## src/rtl/uart_tx.sv

```systemverilog
// UART transmitter: start bit, LSB-first data, optional parity, 1-2 stop bits.
// Optional line-break generation is compiled in with `define UART_TX_BREAK_EN.
module uart_tx #(
  parameter int CLOCK_FREQ_HZ = 25_000_000,
  parameter int BAUD_RATE     = 9_600,
  parameter int DATA_BITS     = 8,
  parameter int PARITY_BIT    = 0,
  parameter int ODD_PARITY    = 1,
  parameter int STOP_BITS     = 1
) (
  input  logic                 i_Clk,
  input  logic                 i_Reset,
  input  logic [DATA_BITS-1:0] i_data,
  input  logic                 i_valid,
`ifdef UART_TX_BREAK_EN
  input  logic                 i_break,
`endif
  output logic                 o_ready,
  output logic                 o_tx,
  output logic                 o_busy,
  output logic                 o_done
);

  localparam int BIT_CYCLES = CLOCK_FREQ_HZ / BAUD_RATE;
  localparam int CYC_W      = (BIT_CYCLES > 1) ? $clog2(BIT_CYCLES) : 1;
  localparam int BIT_W      = $clog2(DATA_BITS);

  localparam logic [CYC_W-1:0] CYC_LOAD  = CYC_W'(BIT_CYCLES - 1);
  localparam logic [CYC_W-1:0] CYC_ONE   = CYC_W'(1);
  localparam logic [CYC_W-1:0] CYC_ZERO  = CYC_W'(0);
  localparam logic [BIT_W-1:0] BIT_ONE   = BIT_W'(1);
  localparam logic [BIT_W-1:0] BIT_ZERO  = BIT_W'(0);
  localparam logic [BIT_W-1:0] DATA_LAST = BIT_W'(DATA_BITS - 1);
  localparam logic [BIT_W-1:0] STOP_LAST = BIT_W'(STOP_BITS - 1);

`ifdef UART_TX_BREAK_EN
  typedef enum logic [2:0] {
    S_IDLE   = 3'd0,
    S_START  = 3'd1,
    S_DATA   = 3'd2,
    S_PARITY = 3'd3,
    S_STOP   = 3'd4,
    S_BREAK  = 3'd5,
    S_MARK   = 3'd6
  } state_t;
`else
  typedef enum logic [2:0] {
    S_IDLE   = 3'd0,
    S_START  = 3'd1,
    S_DATA   = 3'd2,
    S_PARITY = 3'd3,
    S_STOP   = 3'd4
  } state_t;
`endif

  function automatic logic parity_of(input logic [DATA_BITS-1:0] d);
    return (^d) ^ (ODD_PARITY != 0);
  endfunction

  state_t               r_state, w_state_nxt;
  logic [DATA_BITS:0]   r_shift, w_shift_nxt;
  logic [BIT_W-1:0]     r_bit,   w_bit_nxt;
  logic [CYC_W-1:0]     r_cyc,   w_cyc_nxt;
  logic                 r_tx,    w_tx_nxt;
  logic                 r_ready, w_ready_nxt;
  logic                 r_busy,  w_busy_nxt;
  logic                 r_done,  w_done_nxt;

  logic w_bit_end;
  logic w_last_stop;
  logic w_accept;

  assign w_bit_end   = (r_cyc == CYC_ZERO);
  assign w_last_stop = (r_state == S_STOP) && w_bit_end && (r_bit == STOP_LAST);

  // The shift register carries the parity bit above the data so it falls out after the last data bit.
`ifdef UART_TX_BREAK_EN
  assign w_accept = i_valid && !i_break && (r_ready || w_last_stop);
`else
  assign w_accept = i_valid && (r_ready || w_last_stop);
`endif

  // Next-state and next-output logic.
  always_comb begin
    w_state_nxt = r_state;
    w_shift_nxt = r_shift;
    w_bit_nxt   = r_bit;
    w_cyc_nxt   = r_cyc;
    w_tx_nxt    = r_tx;
    w_ready_nxt = r_ready;
    w_busy_nxt  = r_busy;
    w_done_nxt  = 1'b0;
    case (r_state)
      S_IDLE: begin
`ifdef UART_TX_BREAK_EN
        if (i_break) begin
          w_state_nxt = S_BREAK;
          w_tx_nxt    = 1'b0;
          w_ready_nxt = 1'b0;
          w_busy_nxt  = 1'b1;
        end else
`endif
        if (w_accept) begin
          w_state_nxt = S_START;
          w_shift_nxt = {parity_of(i_data), i_data};
          w_bit_nxt   = BIT_ZERO;
          w_cyc_nxt   = CYC_LOAD;
          w_tx_nxt    = 1'b0;
          w_busy_nxt  = 1'b1;
          w_ready_nxt = 1'b0;
        end else begin
          w_tx_nxt    = 1'b1;
          w_ready_nxt = 1'b1;
          w_busy_nxt  = 1'b0;
        end
      end
      S_START: begin
        if (w_bit_end) begin
          w_state_nxt = S_DATA;
          w_cyc_nxt   = CYC_LOAD;
          w_tx_nxt    = r_shift[0];
        end else begin
          w_cyc_nxt   = r_cyc - CYC_ONE;
        end
      end
      S_DATA: begin
        if (w_bit_end) begin
          w_cyc_nxt   = CYC_LOAD;
          w_shift_nxt = {1'b1, r_shift[DATA_BITS:1]};
          if (r_bit == DATA_LAST) begin
            w_bit_nxt = BIT_ZERO;
            if (PARITY_BIT != 0) begin
              w_state_nxt = S_PARITY;
              w_tx_nxt    = r_shift[1];
            end else begin
              w_state_nxt = S_STOP;
              w_tx_nxt    = 1'b1;
            end
          end else begin
            w_bit_nxt = r_bit + BIT_ONE;
            w_tx_nxt  = r_shift[1];
          end
        end else begin
          w_cyc_nxt = r_cyc - CYC_ONE;
        end
      end
      S_PARITY: begin
        if (w_bit_end) begin
          w_state_nxt = S_STOP;
          w_cyc_nxt   = CYC_LOAD;
          w_bit_nxt   = BIT_ZERO;
          w_tx_nxt    = 1'b1;
        end else begin
          w_cyc_nxt   = r_cyc - CYC_ONE;
        end
      end
      S_STOP: begin
        if (w_bit_end) begin
          if (r_bit == STOP_LAST) begin
            w_done_nxt = 1'b1;
            // A word waiting at the end of the frame starts the next one with no idle gap.
            if (w_accept) begin
              w_state_nxt = S_START;
              w_shift_nxt = {parity_of(i_data), i_data};
              w_bit_nxt   = BIT_ZERO;
              w_cyc_nxt   = CYC_LOAD;
              w_tx_nxt    = 1'b0;
              w_busy_nxt  = 1'b1;
              w_ready_nxt = 1'b0;
            end else begin
              w_state_nxt = S_IDLE;
              w_tx_nxt    = 1'b1;
              w_ready_nxt = 1'b1;
              w_busy_nxt  = 1'b0;
            end
          end else begin
            w_bit_nxt = r_bit + BIT_ONE;
            w_cyc_nxt = CYC_LOAD;
          end
        end else begin
          w_cyc_nxt = r_cyc - CYC_ONE;
        end
      end
`ifdef UART_TX_BREAK_EN
      S_BREAK: begin
        if (!i_break) begin
          w_state_nxt = S_MARK;
          w_tx_nxt    = 1'b1;
          w_cyc_nxt   = CYC_LOAD;
        end else begin
          w_tx_nxt    = 1'b0;
        end
      end
      S_MARK: begin
        if (w_bit_end) begin
          w_state_nxt = S_IDLE;
          w_ready_nxt = 1'b1;
          w_busy_nxt  = 1'b0;
        end else begin
          w_cyc_nxt   = r_cyc - CYC_ONE;
        end
      end
`endif
      default: begin
        w_state_nxt = S_IDLE;
        w_tx_nxt    = 1'b1;
        w_ready_nxt = 1'b0;
        w_busy_nxt  = 1'b0;
      end
    endcase
  end

  // State and output registers.
  always_ff @(posedge i_Clk) begin
    if (i_Reset) begin
      r_state <= S_IDLE;
      r_shift <= {(DATA_BITS+1){1'b0}};
      r_bit   <= BIT_ZERO;
      r_cyc   <= CYC_ZERO;
      r_tx    <= 1'b1;
      r_ready <= 1'b0;
      r_busy  <= 1'b0;
      r_done  <= 1'b0;
    end else begin
      r_state <= w_state_nxt;
      r_shift <= w_shift_nxt;
      r_bit   <= w_bit_nxt;
      r_cyc   <= w_cyc_nxt;
      r_tx    <= w_tx_nxt;
      r_ready <= w_ready_nxt;
      r_busy  <= w_busy_nxt;
      r_done  <= w_done_nxt;
    end
  end

  assign o_tx    = r_tx;
  assign o_ready = r_ready;
  assign o_busy  = r_busy;
  assign o_done  = r_done;

endmodule
```

## config.mk

```make
export PLATFORM = sky130hd
export DESIGN_NAME = uart_tx
export DESIGN_NICKNAME = d
export VERILOG_FILES = /design/src/rtl/uart_tx.sv
export SDC_FILE = /design/constraint.sdc
export NUM_CORES = 1
export LEC_CHECK = 0
export BUFFER_PORTS_ARGS = -buffer_cell sky130_fd_sc_hd__buf_2
export CELL_PAD_IN_SITES_DETAIL_PLACEMENT = 1
export CELL_PAD_IN_SITES_GLOBAL_PLACEMENT = 2
export CORE_MARGIN = 2
export CORE_UTILIZATION = 25
export DETAILED_ROUTE_END_ITERATION = 10
export PLACE_DENSITY_LB_ADDON = 0.1
export RECOVER_POWER = 50
export REMOVE_ABC_BUFFERS = 1
export SLEW_MARGIN = 20
export SYNTH_ARGS = -nofsm -noshare
export SYNTH_HDL_FRONTEND = slang
export SYNTH_SLANG_ARGS = --single-unit
```

## constraint.sdc

```tcl
create_clock -name i_Clk -period 4.41 [get_ports i_Clk]
set_clock_uncertainty 0.15 [all_clocks]
set_input_delay 0.6615 -clock i_Clk [delete_from_list [all_inputs] [get_ports i_Clk]]
set_output_delay 0.6615 -clock i_Clk [all_outputs]
set_load 0.005 [all_outputs]
```

After elaboration in Yosys (flattened, before gate mapping):

Cells that the tools add are included.

* register bits: 31
* bits in latches: 0
* bits in writable memories: 0
* ROM bits: 0
* input bits: 11
* output and inout port bits: 4
* logic and storage cells: 84
* memories: 0

* add/sub/neg operators: 2
* multiply operators: 0
* div/mod/pow operators: 0
* magnitude comparators: 0
* equality and inequality tests: 12
* shift-type cells: 0
* mux-type cells: 40
* bitwise gates (word level): 4
* reductions and logical operators: 18

Operator list (number)
* $mux W12: 4
* $mux W3: 13
* $mux W9: 4
* $pmux W12 S3: 1
* $pmux W9 S3: 1
* $pmux W3 S5: 1
* $logic_not A12 Y1: 1
* $mux W1: 12
* $ne A2 B2 Y1 const B: 6
* $pmux W3 S4: 1
* $sub A12 B1 Y12 const B: 1
* $reduce_and A4 Y1: 2
* $reduce_xor A8 Y1: 1
* $reduce_and A7 Y1: 1
* $eq A3 B2 Y1 const B: 2
* $eq A3 B3 Y1 const B: 2
* $logic_not A3 Y1: 2
* $pmux W1 S3: 2
* $reduce_bool A3 Y1: 2
* $reduce_or A3 Y1: 2
* $pmux W1 S5: 1
* $reduce_and A5 Y1: 1
* $not A1 Y1: 4
* $reduce_bool A4 Y1: 1
* other kinds (6): 8

Longest topological paths before layout:

* depth after elaboration: 9
* gate-level depth with buffers: 9
* mapped depth without buffers: 7

Least setup slack after synthesis:

OpenSTA, ideal clock, no wires.

* path type: input -> register
* start: input port i_valid
* end: register r_shift[8]
* library setup time: 0.122 ns
* arrival time: 2.098 ns
* required time: 4.138 ns
* setup slack: 2.040 ns
* cell stages on the path: 8
* buffers on the path: 3
* cell sequence: buf_2 nor2b_1 o21ai_0 a2111o_1 buf_6 and2_4 buf_6 o311a_1

* word-level cells in the longest chain between the ends: 5

Ends and longest elaborated chain
* start: declaration: line 14 `input logic i_valid,`
* $logic_and A1 B1 Y1 (*): line 80 `assign w_accept = i_valid && (r_ready || w_last_stop);`
* $mux W9 (*)
* $mux W9 (2 in series)
* $pmux W9 S3 (*)
* end signal: assignment: line 217 `r_shift <= {(DATA_BITS+1){1'b0}};`
* end signal: assignment: line 226 `r_shift <= w_shift_nxt;`
* end: declaration: line 61 `logic [DATA_BITS:0] r_shift, w_shift_nxt;`

Mark *: on every way between the ends. The rest lies on a longest branch, timed or not. The select of a mux whose other input is x is not followed.
A chain may end at the register's enable or synchronous reset.

Worst setup path after layout:

* start: register r_cyc[0]
* end: register r_shift[8]

* word-level cells in the longest chain between the ends: 9
* elaborated cells between the ends (all ways): 12
* classes of those cells: 2 x eq/ne; 4 x mux; 6 x reduce/logical

Ends and longest elaborated chain
* start: declaration: line 63 `logic [CYC_W-1:0] r_cyc, w_cyc_nxt;`
* start signal: assignment: line 228 `r_cyc <= w_cyc_nxt;`
* $logic_not A12 Y1 (*): line 73 `assign w_bit_end = (r_cyc == CYC_ZERO);`
* $logic_and A1 B1 Y1 (2 in series): line 74 `assign w_last_stop = (r_state == S_STOP) && w_bit_end && (r_bit == STOP_LAST);`
* $logic_or A1 B1 Y1: line 80
* $logic_and A1 B1 Y1: line 80
* $mux W9 (3 in series)
* $pmux W9 S3

Marked as above.

==> run metrics <==
multi-input logic area=1140 sq um; Slew HR=0.0469; area grow syn2layout=11.3%; first-pass GRT wire length=9110 um; status=finished, final reports clean; synthesized cell area=1860 sq um; WL/cell=17.0 um; hpwl dp=3840 um; Post-Syn Instances=219; post-synthesis sequential area ratio=0.333; post-synth top area share=0.333; setup TNS=0 ns; Die X=90.3 um; largest net degree at the start of global routing=30; CTS tree=built; Sequential Area=621 sq um; switching share of power=0.419; Post-DP Area=1990 sq um; # setup viols final=0; Sequential Power Share=0.365; Leakage=0.711 nW; Netlist cell types=49; H-tree depth=2; maxcap violations=0; asr flop ratio synth=0; clk_lat worst skew=0.29 ns; Max Fanout on Critical Path=16; Max Fclk=0.298 GHz; Die ar.=8160 sq um; NumNets Final=241; crit path max-delay cell type=nor3b_1; Int Power=603 uW; crit-path cells=inv_1 > ha_1 > nor3b_1 > nand4_4 > a2111o_1 > and2_4 > o311a_1; fin util=0.286; Comb pwr share=0.382; Inserted Diodes=0; Final Hold Viols=0; Fill cells=870; Seq cells post-synth=31; hold_buf cts=0; synth warn=0; initial antenna violation count=0; Final ANT Viol Nets=0; core area=7250 sq um; WHS=0.332 ns; Worst EP arrival=3.39 ns; maximum vdd drop=0.156 mV; Clock power frac=0.253; Site Rows=31; Die Span Y=90.3 um; setup bufs post-CTS=0; Resize count post-CTS=0; CTS sink cnt=31; Tot Pwr=1.04 mW; final global-route overflow total=0; root buffer cell=clkbuf_8; top_reg_cell synth=dfxtp_1; EDFF count, synth=0; Syn Area/Cell=8.51 sq um; DR iter-0 viols=70; Crit Path Class=flip-flop to flip-flop; Startpoint Class=flip-flop; via count=1764; pin slew with the least headroom to its limit=1.43 ns; GP Congestion=0.761; vias in the first global route=1703; via/cell ratio=5.41; # DRC=0; Slew Limit Fails=0; final instance area=2070 sq um; Hold Path Class=flip-flop to flip-flop; CTS Buffer Depth=2; Worst Path Buf+Inv=1; largest stage delay on the critical path=0.84 ns; drt pass-1 iters=4; min Tclk post-route=3.36 ns; number of I/O pins=15; Final Cycle Share=0.762; CTS clk-pin slew, worst paths=0.07 ns; Yosys top cell by area=dfxtp_1; CP top delay family=simple AND/OR/NAND/NOR gates; I/O Buffers=14; initial core utilization=0.257; Power Dens Cells=500 nW/um^2; Req. time, crit path=4.44 ns; RSZ-0062 raised after global routing=false; DRT Wirelength=5550 um; net switching power=435 uW; fraction of layout cells with a size suffix above 1=0.106; largest cells by area after synthesis=dfxtp_1 33%, a21oi_1 4.8%, mux2i_1 4.3%; Num CTS Buffers=5; crit path capture type=flip-flop; Global Route Usage Sum=0.139
-- power groups by stage --
stage	clock (mW)	sequential, mW	combinational [mW]
4_1_cts	0.273	0.380	0.406
3_5_place_dp	0	0.386	0.403
2_1_floorplan	0	0.371	0.292
6_report	0.263	0.379	0.396
3_3_place_gp	0	0.385	0.403
5_1_grt	0.285	0.386	0.441
-- sequential cells by signal (all words and copies together) (netlist names) --
name	flops
r_state	3
r_cyc	12
o_busy	1
r_bit	3
o_done	1
o_ready	1
r_shift	9
o_tx	1
-- routing by layer --
layer | GRT usage | wire length, um | up-vias
met5 | 0 | 0 | -
met4 | 0.0372 | 44 | 0
met3 | 0.0284 | 128 | 5
met2 | 0.221 | 2550 | 18
met1 | 0.193 | 2830 | 883
li1 | - | - | 858
-- per-stage QoR --
step	std cells	setup WS [ns]
after floorplan	205	2.04
final	326	1.05
after global placement	318	1.78
after CTS	326	1.66
after global routing	326	0.879
after detailed placement	318	1.68
-- cell type report --
type / count / share of cell area
repair buffers: 14 / 0.0314
well taps: 99 / 0.0597
inverters: 6 / 0.0109
clock inverters: 1 / 0.00362
multi-input cells: 168 / 0.549
clock buffers: 7 / 0.0464
flip-flops and latches: 31 / 0.299
-- worst reg2reg max path, stage by stage, from the launching register on --
cell and delay, ns:
dfxtp_1 0.34, inv_1 0.07, ha_1 0.20, nor3b_1 0.84, nand4_4 0.47, a2111o_1 0.64
and2_4 0.27, o311a_1 0.28
-- cell usage in the layout (no fill, tap or decap), types with 2 or more instances in the layout --
cell type,Yosys,final
a211o_1,3,3
a211oi_1,6,6
a21oi_1,18,18
a311oi_1,3,3
a31oi_1,2,2
buf_2,2,10
clkbuf_1,10,4
clkbuf_8,0,7
dfxtp_1,31,31
ha_1,4,4
inv_1,6,6
mux2i_1,8,8
nand2_1,7,7
nand2b_1,3,3
nand3_1,9,9
nand3b_1,3,3
nand4_1,8,8
nor2_1,17,17
nor2b_1,3,3
nor3_1,9,9
nor3_4,2,2
nor4_1,4,4
nor4b_1,2,2
o21a_1,4,4
o21ai_0,11,11
o31a_1,2,2
o31ai_1,9,9
o41ai_1,3,3
or3_1,3,3
xnor2_1,5,5
xor2_1,2,2
-- worst paths after layout --
check	start	end	slack, ns	cells past startpoint
hold / removal	r_shift[0]	r_shift[0]	0.33	2
hold reg to reg	r_shift[0]	r_shift[0]	0.33	2
setup / recovery	r_cyc[0]	r_shift[8]	1.05	7
setup reg to reg	r_cyc[0]	r_shift[8]	1.05	7
-- cells in the mapped netlist (5+ instances only) --
| master | number |
|---|---|
| dfxtp_1 | 31 |
| a21oi_1 | 18 |
| nor2_1 | 17 |
| o21ai_0 | 11 |
| clkbuf_1 | 10 |
| nand3_1 | 9 |
| nor3_1 | 9 |
| o31ai_1 | 9 |
| mux2i_1 | 8 |
| nand4_1 | 8 |
| nand2_1 | 7 |
| a211oi_1 | 6 |
| inv_1 | 6 |
| xnor2_1 | 5 |
-- logic make-up (layout without fill, tap and decap cells) --
family	Yosys count	in the layout	share of synthesized area
AO/OA/AOI/OAI	71	71	0.262
XOR/XNOR	7	7	0.0329
adder cells (fa/ha/maj)	4	4	0.0269
buffers and inverters	20	28	0.0497
flip-flops	31	31	0.333
multiplexers	8	8	0.0430
AND/OR/NAND/NOR	78	78	0.253
(Power assumes the default switching activity.)
